## config.mk

```make
export PLATFORM = sky130hd
export DESIGN_NAME = decode_stage
export DESIGN_NICKNAME = d
export VERILOG_FILES = /design/src/rtl/rv_decode_pkg.sv /design/src/rtl/rv_inst_decode.sv /design/src/rtl/decode_stage.sv
export SDC_FILE = /design/constraint.sdc
export NUM_CORES = 1
export LEC_CHECK = 0
export BUFFER_PORTS_ARGS = -buffer_cell sky130_fd_sc_hd__buf_2
export CELL_PAD_IN_SITES_DETAIL_PLACEMENT = 0
export CELL_PAD_IN_SITES_GLOBAL_PLACEMENT = 1
export CORE_MARGIN = 2
export CORE_UTILIZATION = 37
export CTS_BUF_LIST = sky130_fd_sc_hd__clkbuf_2
export CTS_CLUSTER_DIAMETER = 30
export DETAILED_ROUTE_END_ITERATION = 12
export PLACE_DENSITY_LB_ADDON = 0.2
export RECOVER_POWER = 25
export SLEW_MARGIN = 20
export SYNTH_ARGS = -nofsm -noshare
export SYNTH_HDL_FRONTEND = slang
export SYNTH_HIERARCHICAL = 1
export SYNTH_SLANG_ARGS = --single-unit
```

## constraint.sdc

```tcl
create_clock -name clk -period 2.7 [get_ports clk]
set_clock_uncertainty 0.2 [all_clocks]
set_input_delay 0.405 -clock clk [delete_from_list [all_inputs] [get_ports clk]]
set_output_delay 0.405 -clock clk [all_outputs]
set_load 0.03 [all_outputs]
```

## src/rtl/rv_decode_pkg.sv

```systemverilog
`default_nettype none
// ============================================================================
// Module : rv_decode_pkg
// Brief  : Opcode, ALU-control and write-back encodings shared by the decoder.
// Rev    : 1.0  initial release
// ============================================================================
package rv_decode_pkg;

    localparam logic [6:0] OPC_LUI    = 7'b0110111;
    localparam logic [6:0] OPC_AUIPC  = 7'b0010111;
    localparam logic [6:0] OPC_JAL    = 7'b1101111;
    localparam logic [6:0] OPC_JALR   = 7'b1100111;
    localparam logic [6:0] OPC_BRANCH = 7'b1100011;
    localparam logic [6:0] OPC_LOAD   = 7'b0000011;
    localparam logic [6:0] OPC_STORE  = 7'b0100011;
    localparam logic [6:0] OPC_OP_IMM = 7'b0010011;
    localparam logic [6:0] OPC_OP     = 7'b0110011;

    localparam logic [4:0] ALU_ADD    = 5'd0;
    localparam logic [4:0] ALU_SUB    = 5'd1;
    localparam logic [4:0] ALU_MUL    = 5'd2;
    localparam logic [4:0] ALU_AND    = 5'd10;
    localparam logic [4:0] ALU_OR     = 5'd11;
    localparam logic [4:0] ALU_XOR    = 5'd12;
    localparam logic [4:0] ALU_SLL    = 5'd14;
    localparam logic [4:0] ALU_SRL    = 5'd15;
    localparam logic [4:0] ALU_SRA    = 5'd16;
    localparam logic [4:0] ALU_SLTU   = 5'd17;
    localparam logic [4:0] ALU_SLT    = 5'd18;

    localparam logic [1:0] WB_PC4     = 2'd0;
    localparam logic [1:0] WB_ALU     = 2'd1;
    localparam logic [1:0] WB_IMM     = 2'd2;
    localparam logic [1:0] WB_MEM     = 2'd3;

    typedef struct packed {
        logic [4:0] rs1;
        logic [4:0] rs2;
        logic [4:0] rd;
        logic [4:0] alu_ctl;
        logic       alu_src1;
        logic       alu_src2;
        logic [1:0] wb_sel;
        logic       reg_wr;
        logic       mem_rd;
        logic       mem_wr;
        logic [2:0] rw_type;
        logic       branch;
        logic [2:0] br_type;
        logic       jump;
        logic       illegal;
    } dec_ctl_t;

    // Base integer ALU op shared by OP and OP-IMM (funct7 selects SUB/SRA elsewhere).
    function automatic logic [4:0] base_alu(input logic [2:0] funct3);
        case (funct3)
            3'd0:    base_alu = ALU_ADD;
            3'd1:    base_alu = ALU_SLL;
            3'd2:    base_alu = ALU_SLT;
            3'd3:    base_alu = ALU_SLTU;
            3'd4:    base_alu = ALU_XOR;
            3'd5:    base_alu = ALU_SRL;
            3'd6:    base_alu = ALU_OR;
            default: base_alu = ALU_AND;
        endcase
    endfunction

endpackage
`default_nettype wire

```

## src/rtl/rv_inst_decode.sv

```systemverilog
`default_nettype none
// ============================================================================
// Module : rv_inst_decode
// Brief  : Combinational RV32I/M field, immediate and legality decode.
// Rev    : 1.0  initial release
// ============================================================================
module rv_inst_decode
    import rv_decode_pkg::*;
#(
    parameter int XLEN  = 32,
    parameter int M_EXT = 1
) (
    input  logic [31:0]     i_inst,
    output dec_ctl_t        o_ctl,
    output logic [XLEN-1:0] o_imm,
    output logic            o_uses_rs1,
    output logic            o_uses_rs2
);

    logic [6:0]  w_opcode;
    logic [2:0]  w_funct3;
    logic [6:0]  w_funct7;
    logic [31:0] w_imm32;
    logic        w_uses_rs1;
    logic        w_uses_rs2;
    dec_ctl_t    w_ctl;

    assign w_opcode = i_inst[6:0];
    assign w_funct3 = i_inst[14:12];
    assign w_funct7 = i_inst[31:25];

    always_comb begin
        w_ctl         = '0;
        w_ctl.rs1     = i_inst[19:15];
        w_ctl.rs2     = i_inst[24:20];
        w_ctl.rd      = i_inst[11:7];
        w_ctl.alu_ctl = ALU_ADD;
        w_ctl.wb_sel  = WB_ALU;
        w_imm32       = '0;
        w_uses_rs1    = 1'b0;
        w_uses_rs2    = 1'b0;
        case (w_opcode)
            OPC_LUI: begin
                w_imm32        = {i_inst[31:12], 12'b0};
                w_ctl.alu_src2 = 1'b1;
                w_ctl.wb_sel   = WB_IMM;
                w_ctl.reg_wr   = 1'b1;
            end
            OPC_AUIPC: begin
                w_imm32        = {i_inst[31:12], 12'b0};
                w_ctl.alu_src1 = 1'b1;
                w_ctl.alu_src2 = 1'b1;
                w_ctl.reg_wr   = 1'b1;
            end
            OPC_JAL: begin
                w_imm32        = {{12{i_inst[31]}}, i_inst[19:12], i_inst[20], i_inst[30:21], 1'b0};
                w_ctl.alu_src1 = 1'b1;
                w_ctl.alu_src2 = 1'b1;
                w_ctl.wb_sel   = WB_PC4;
                w_ctl.reg_wr   = 1'b1;
                w_ctl.jump     = 1'b1;
            end
            OPC_JALR: begin
                w_imm32        = {{20{i_inst[31]}}, i_inst[31:20]};
                w_ctl.alu_src2 = 1'b1;
                w_ctl.wb_sel   = WB_PC4;
                w_ctl.reg_wr   = 1'b1;
                w_ctl.jump     = 1'b1;
                w_ctl.illegal  = (w_funct3 != 3'd0);
                w_uses_rs1     = 1'b1;
            end
            OPC_BRANCH: begin
                w_imm32        = {{20{i_inst[31]}}, i_inst[7], i_inst[30:25], i_inst[11:8], 1'b0};
                w_ctl.branch   = 1'b1;
                w_ctl.br_type  = w_funct3;
                w_ctl.illegal  = (w_funct3 == 3'd2) || (w_funct3 == 3'd3);
                w_uses_rs1     = 1'b1;
                w_uses_rs2     = 1'b1;
            end
            OPC_LOAD: begin
                w_imm32        = {{20{i_inst[31]}}, i_inst[31:20]};
                w_ctl.alu_src2 = 1'b1;
                w_ctl.wb_sel   = WB_MEM;
                w_ctl.reg_wr   = 1'b1;
                w_ctl.mem_rd   = 1'b1;
                w_ctl.rw_type  = w_funct3;
                w_ctl.illegal  = (w_funct3 == 3'd3) || (w_funct3 > 3'd5);
                w_uses_rs1     = 1'b1;
            end
            OPC_STORE: begin
                w_imm32        = {{20{i_inst[31]}}, i_inst[31:25], i_inst[11:7]};
                w_ctl.alu_src2 = 1'b1;
                w_ctl.mem_wr   = 1'b1;
                w_ctl.rw_type  = w_funct3;
                w_ctl.illegal  = (w_funct3 > 3'd2);
                w_uses_rs1     = 1'b1;
                w_uses_rs2     = 1'b1;
            end
            OPC_OP_IMM: begin
                w_imm32        = {{20{i_inst[31]}}, i_inst[31:20]};
                w_ctl.alu_src2 = 1'b1;
                w_ctl.reg_wr   = 1'b1;
                w_ctl.alu_ctl  = base_alu(w_funct3);
                w_uses_rs1     = 1'b1;
                // Shift-immediates carry funct7 in the upper immediate bits.
                if (w_funct3 == 3'd1) begin
                    w_ctl.illegal = (w_funct7 != 7'h00);
                end else if (w_funct3 == 3'd5) begin
                    if (w_funct7 == 7'h20) begin
                        w_ctl.alu_ctl = ALU_SRA;
                    end else if (w_funct7 != 7'h00) begin
                        w_ctl.illegal = 1'b1;
                    end
                end
            end
            OPC_OP: begin
                w_ctl.reg_wr   = 1'b1;
                w_uses_rs1     = 1'b1;
                w_uses_rs2     = 1'b1;
                case (w_funct7)
                    7'h00: w_ctl.alu_ctl = base_alu(w_funct3);
                    7'h20: begin
                        if (w_funct3 == 3'd0) begin
                            w_ctl.alu_ctl = ALU_SUB;
                        end else if (w_funct3 == 3'd5) begin
                            w_ctl.alu_ctl = ALU_SRA;
                        end else begin
                            w_ctl.illegal = 1'b1;
                        end
                    end
                    7'h01: begin
                        if (M_EXT != 0) begin
                            w_ctl.alu_ctl = ALU_MUL + {2'b00, w_funct3};
                        end else begin
                            w_ctl.illegal = 1'b1;
                        end
                    end
                    default: w_ctl.illegal = 1'b1;
                endcase
            end
            default: w_ctl.illegal = 1'b1;
        endcase
        if (w_ctl.illegal) begin
            w_ctl.reg_wr = 1'b0;
            w_ctl.mem_rd = 1'b0;
            w_ctl.mem_wr = 1'b0;
            w_ctl.branch = 1'b0;
            w_ctl.jump   = 1'b0;
        end
    end

    assign o_ctl      = w_ctl;
    assign o_imm      = XLEN'($signed(w_imm32));
    assign o_uses_rs1 = w_uses_rs1;
    assign o_uses_rs2 = w_uses_rs2;

endmodule
`default_nettype wire

```

## src/rtl/decode_stage.sv

```systemverilog
`default_nettype none
// ============================================================================
// Module : decode_stage
// Brief  : Registered decode stage with valid/ready handshake and load-use stall.
// Rev    : 1.0  initial release
// ============================================================================
module decode_stage
    import rv_decode_pkg::*;
#(
    parameter int XLEN     = 32,
    parameter int M_EXT    = 1,
    parameter int LOAD_LAT = 1
) (
    input  logic            clk,
    input  logic            rst_n,
    input  logic            in_valid,
    output logic            in_ready,
    input  logic [31:0]     in_inst,
    input  logic [XLEN-1:0] in_pc,
    input  logic            flush,
    output logic            out_valid,
    input  logic            out_ready,
    output logic [XLEN-1:0] out_pc,
    output logic [4:0]      out_rs1,
    output logic [4:0]      out_rs2,
    output logic [4:0]      out_rd,
    output logic [XLEN-1:0] out_imm,
    output logic [4:0]      out_alu_ctl,
    output logic            out_alu_src1,
    output logic            out_alu_src2,
    output logic [1:0]      out_wb_sel,
    output logic            out_reg_wr,
    output logic            out_mem_rd,
    output logic            out_mem_wr,
    output logic [2:0]      out_rw_type,
    output logic            out_branch,
    output logic [2:0]      out_br_type,
    output logic            out_jump,
    output logic            out_illegal
);

    localparam logic [1:0] LAT_INIT = 2'(LOAD_LAT);

    dec_ctl_t        w_dec;
    logic [XLEN-1:0] w_imm;
    logic            w_uses_rs1;
    logic            w_uses_rs2;

    rv_inst_decode #(
        .XLEN  (XLEN),
        .M_EXT (M_EXT)
    ) u_dec (
        .i_inst     (in_inst),
        .o_ctl      (w_dec),
        .o_imm      (w_imm),
        .o_uses_rs1 (w_uses_rs1),
        .o_uses_rs2 (w_uses_rs2)
    );

    logic            r_valid;
    dec_ctl_t        r_ctl;
    logic [XLEN-1:0] r_imm;
    logic [XLEN-1:0] r_pc;
    logic [4:0]      r_load_rd;
    logic [1:0]      r_count;

    logic w_held_load;
    logic w_trk_live;
    logic w_rs1_hit;
    logic w_rs2_hit;
    logic w_hazard;
    logic w_accept;
    logic w_depart;
    logic w_load_dep;

    // A load still in the output register or inside its latency window blocks consumers.
    assign w_held_load = r_valid && r_ctl.mem_rd && (r_ctl.rd != 5'd0);
    assign w_trk_live  = (r_count != 2'd0) && (r_load_rd != 5'd0);
    assign w_rs1_hit   = w_uses_rs1 && (w_dec.rs1 != 5'd0) &&
                         ((w_held_load && (w_dec.rs1 == r_ctl.rd)) ||
                          (w_trk_live && (w_dec.rs1 == r_load_rd)));
    assign w_rs2_hit   = w_uses_rs2 && (w_dec.rs2 != 5'd0) &&
                         ((w_held_load && (w_dec.rs2 == r_ctl.rd)) ||
                          (w_trk_live && (w_dec.rs2 == r_load_rd)));
    assign w_hazard    = in_valid && (w_rs1_hit || w_rs2_hit);

    assign in_ready    = rst_n && (!r_valid || out_ready) && !w_hazard && !flush;
    assign w_accept    = in_valid && in_ready;
    assign w_depart    = r_valid && out_ready;
    assign w_load_dep  = w_depart && r_ctl.mem_rd && (r_ctl.rd != 5'd0);

    always_ff @(posedge clk or negedge rst_n) begin
        if (!rst_n) begin
            r_valid   <= 1'b0;
            r_ctl     <= '0;
            r_imm     <= '0;
            r_pc      <= '0;
            r_load_rd <= '0;
            r_count   <= '0;
        end else if (flush) begin
            r_valid   <= 1'b0;
            r_count   <= '0;
        end else begin
            if (w_accept) begin
                r_valid <= 1'b1;
                r_ctl   <= w_dec;
                r_imm   <= w_imm;
                r_pc    <= in_pc;
            end else if (w_depart) begin
                r_valid <= 1'b0;
            end
            if (w_load_dep) begin
                r_load_rd <= r_ctl.rd;
                r_count   <= LAT_INIT;
            end else if (r_count != 2'd0) begin
                r_count   <= r_count - 2'd1;
            end
        end
    end

    assign out_valid    = r_valid;
    assign out_pc       = r_pc;
    assign out_imm      = r_imm;
    assign out_rs1      = r_ctl.rs1;
    assign out_rs2      = r_ctl.rs2;
    assign out_rd       = r_ctl.rd;
    assign out_alu_ctl  = r_ctl.alu_ctl;
    assign out_alu_src1 = r_ctl.alu_src1;
    assign out_alu_src2 = r_ctl.alu_src2;
    assign out_wb_sel   = r_ctl.wb_sel;
    assign out_reg_wr   = r_ctl.reg_wr;
    assign out_mem_rd   = r_ctl.mem_rd;
    assign out_mem_wr   = r_ctl.mem_wr;
    assign out_rw_type  = r_ctl.rw_type;
    assign out_branch   = r_ctl.branch;
    assign out_br_type  = r_ctl.br_type;
    assign out_jump     = r_ctl.jump;
    assign out_illegal  = r_ctl.illegal;

endmodule
`default_nettype wire

```

==> insert_results.sql <==
INSERT INTO impl_metrics (metric_group, metric, value, unit) VALUES
('worst_setup_path', 'critical_path_arrival', '2.55', 'ns'),
('final_layout', 'final_area', '8170', 'um^2'),
('worst_setup_path', 'worst_setup_path_start_kind', 'flop', ''),
('routing', 'number_of_iterations_in_the_first_detailed_routing_pass', '4', ''),
('place', 'gp_congestion', '0.882', ''),
('final_layout', 'multi_input_area', '2950', 'um^2'),
('worst_setup_path', 'criticalPathCategory', 'flop to primary output', ''),
('cts', 'ctsLongestPathBuffers', '2', ''),
('floorplanning', 'floorplan.initialDensity', '0.381', ''),
('final_layout', 'area_delta_synth_final', '46.5', '%'),
('power', 'netSwitchingPower', '1450', 'uW'),
('status', 'run_status', 'finished with violations', ''),
('synthesis', 'cell_type_contributing_the_most_total_cell_area_after_synthesis', 'dfrtp_1', ''),
('grt', 'grt_total_ovfl', '0', ''),
('power', 'power.share.sequential', '0.478', ''),
('routing', 'antenna_left', '0', ''),
('synthesis', 'synth.area.top_cells', 'dfrtp_1 (48%), mux2_1 (18%), mux2_2 (3.2%)', ''),
('worst_hold_path', 'hold_depth', '4', ''),
('place', 'place_area', '6750', 'um^2'),
('grt', 'grt_pass1_wl', '24700', 'um'),
('routing', 'drt_drc_violations_left', '0', ''),
('timing', 'timing_worst_slew_pin_value', '1.46', 'ns'),
('synthesis', 'syn_inst', '466', ''),
('routing', 'dr.first_iter.drc_count', '213', ''),
('power', 'internal-power', '2530', 'uW'),
('routing', 'drt-vias-per-instance', '5.07', ''),
('worst_setup_path', 'setup.worst_path.start', 'out_rd[0]', ''),
('worst_setup_path', 'worst-endpoint-required', '2.10', 'ns'),
('worst_setup_path', 'worst_r2r_path_depth', '10', ''),
('worst_setup_path', 'timing.rr.start', 'out_rd[0]', ''),
('final_layout', 'seq_area', '2700', 'um^2'),
('grt', 'global_route.usage.total', '0.198', ''),
('final_layout', 'fillCellCount', '1279', ''),
('grt', 'grt_pass1_vias', '4596', ''),
('worst_hold_path', 'worst_hold_path_class', 'input pin to flop', ''),
('final_layout', 'layout-drive-gt1-share', '0.501', ''),
('floorplanning', 'fp.coreArea', '14600', 'um^2'),
('power', 'pwr_density_cell', '487', 'nW/um^2'),
('floorplanning', 'chipHeight', '127', 'um'),
('timing', 'clock.fmax', '316', 'MHz'),
('synthesis', 'ys.flop_type', 'dfrtp_1', ''),
('worst_setup_path', 'cp_max_fo', '3', ''),
('routing', 'route.vias.total', '4644', ''),
('cts', 'cts_made_buffers', '9', ''),
('cts', 'root_buffer_master', 'clkbuf_2', ''),
('synthesis', 'synth_top_cells_by_count', 'dfrtp_1 (108), mux2_1 (89), nand2_1 (24)', ''),
('power', 'leak_pwr', '0.00417', 'uW'),
('cts', 'ctsHtreeMaxLevel', '3', ''),
('cts', 'cts.sink_count', '108', ''),
('routing', 'finalWirelength', '17700', 'um'),
('timing', 'timing.final.setup_violations', '101', ''),
('power', 'swShare', '0.365', ''),
('power', 'pwr-share-clk', '0.181', ''),
('floorplanning', 'num_io_pins', '171', ''),
('flow_run', 'timing.max_cap.violations', '0', ''),
('place', 'place_ws', '0.00268', 'ns'),
('final_layout', 'antenna_cells', '0', ''),
('synthesis', 'post_synth_num_cell_types', '56', ''),
('status', 'violations', 'setup timing', ''),
('timing', 'grt_setup_unrepaired', 'yes', ''),
('floorplanning', 'rows', '44', ''),
('timing', 'finalHoldViolations', '0', ''),
('power', 'irDropWorstVdd', '299', 'uV'),
('timing', 'timing.slew.headroom', '0.0259', ''),
('worst_setup_path', 'worst-r2r-setup-slack', '-0.11', 'ns'),
('final_layout', 'layout.nets', '801', ''),
('worst_hold_path', 'endpoint_with_the_worst_hold_slack', 'out_imm[23]', ''),
('timing', 'final_critical_path_setup_slack', '-0.460', 'ns'),
('floorplanning', 'floorplan.die_area', '16100', 'um^2'),
('timing', 'layout_min_cycle_time', '3.16', 'ns'),
('place', 'count_of_input_and_output_buffers', '170', '');
area by class of cell:
type | instances | share of cell area
Timing Repair Buffer | 290 | 0.264
Tap cell | 184 | 0.0282
Inverter | 9 | 0.00414
Sequential cell | 108 | 0.331
Clock buffer | 9 | 0.00552
Clock inverter | 6 | 0.00598
Multi-Input combinational cell | 310 | 0.361
per-layer routing:
| metal | routed length (um) | track usage |
|---|---|---|
| met3 | 757 | 0.0329 |
| met2 | 8270 | 0.327 |
| met1 | 8310 | 0.265 |
| met4 | 383 | 0.0685 |
| met5 | 0 | 0 |
kinds of logic (layout without fill, tap and decap cells):
| kind of cell | count (synthesis) | in the layout | share of synthesized area |
|---|---|---|---|
| muxes | 105 | 105 | 0.212 |
| DFF | 108 | 108 | 0.485 |
| buffers and inverters | 48 | 314 | 0.0597 |
| adders and majority gates | 4 | 4 | 0.00898 |
| AOI/OAI and AO/OA | 70 | 70 | 0.0891 |
| xor gates and xnor gates | 22 | 22 | 0.0346 |
| and+or+nand+nor | 109 | 109 | 0.111 |
through the flow:
stage	util	std cells	hold slack, ns	total power [uW]	TNS (ns)
4_1_cts	0.512	907	0.0000710	3790	-53.92
3_5_place_dp	0.461	826	0.269	2990	0
3_3_place_gp	0.461	826	0.262	2970	-0.107
6_report	0.558	916	0.0418	3980	-5.79
2_1_floorplan	-	466	-0.0906	2580	0
5_1_grt	0.558	916	0.0154	4160	-14.31
worst max-delay path, stage by stage, from the launching register on:
cell and delay, ns:
dfrtp_1 0.44, or3_1 0.38, o311a_1 0.33, buf_6 0.14, nand4_1 0.06, a21o_1 0.18, o21ai_2 0.08, a21oi_2 0.16
buf_6 0.14
sequential cells by signal (all words and copies together) (netlist names), 2 cells and up:
register / count
out_rw_type: 3
out_br_type: 3
out_pc: 32
r_load_rd: 5
r_count: 2
out_imm: 32
out_rd: 5
out_rs1: 5
out_alu_ctl: 5
out_wb_sel: 2
out_rs2: 5
worst max path at each step:
stage                      to
6_report             in_ready
5_1_grt              in_ready
4_1_cts              in_ready
3_5_place_dp         in_ready
3_3_place_gp         in_ready
2_1_floorplan  out_alu_ctl[0]
layout by cell type (no fill, tap or decap), drive strengths merged, types with 2 or more instances in the layout:
| master | netlist | routed |
|---|---|---|
| buf | 33 | 221 |
| dfrtp | 108 | 108 |
| mux2 | 105 | 105 |
| dlygate4sd3 | 0 | 59 |
| nand2 | 24 | 24 |
| clkbuf | 6 | 19 |
| nor2 | 18 | 18 |
| o21ai | 16 | 16 |
| xor2 | 13 | 13 |
| a21o | 13 | 13 |
| a21oi | 12 | 12 |
| and2 | 11 | 11 |
| inv | 9 | 11 |
| nor3 | 9 | 9 |
| xnor2 | 9 | 9 |
| nand3 | 6 | 6 |
| nand2b | 6 | 6 |
| nand3b | 5 | 5 |
| a22o | 5 | 5 |
| nand4 | 4 | 4 |
| ha | 4 | 4 |
| or4 | 4 | 4 |
| o21bai | 4 | 4 |
| nor4b | 4 | 4 |
| nor4 | 4 | 4 |
| nand4b | 3 | 3 |
| a211oi | 2 | 2 |
| clkinvlp | 0 | 2 |
| and3 | 2 | 2 |
| o21a | 2 | 2 |
| a21boi | 2 | 2 |
| nor2b | 2 | 2 |
| a22oi | 2 | 2 |
| a2111oi | 2 | 2 |
| a31oi | 2 | 2 |
| o22ai | 2 | 2 |
| clkinv | 0 | 2 |
what timing repair did:
action | CTS | global route
hold buffers | 59 | 0
gates cloned | 0 | 11
endpoints found under the setup margin | 1 | 102
gates resized for setup | 5 | 114
pin swaps | 5 | 5
endpoints found under the hold margin | 183 | 0
buffers inserted | 8 | 4
power groups by stage:
stage | Sequential, uW | Clock, uW | Combinational (uW)
finish | 1900 | 722 | 1360
detailed placement | 1920 | 0 | 1070
floorplan | 2260 | 0 | 324
CTS | 1890 | 743 | 1150
global route | 1930 | 792 | 1440
global placement | 1910 | 0 | 1060
Note: power is estimated with default switching activity, not from simulation.
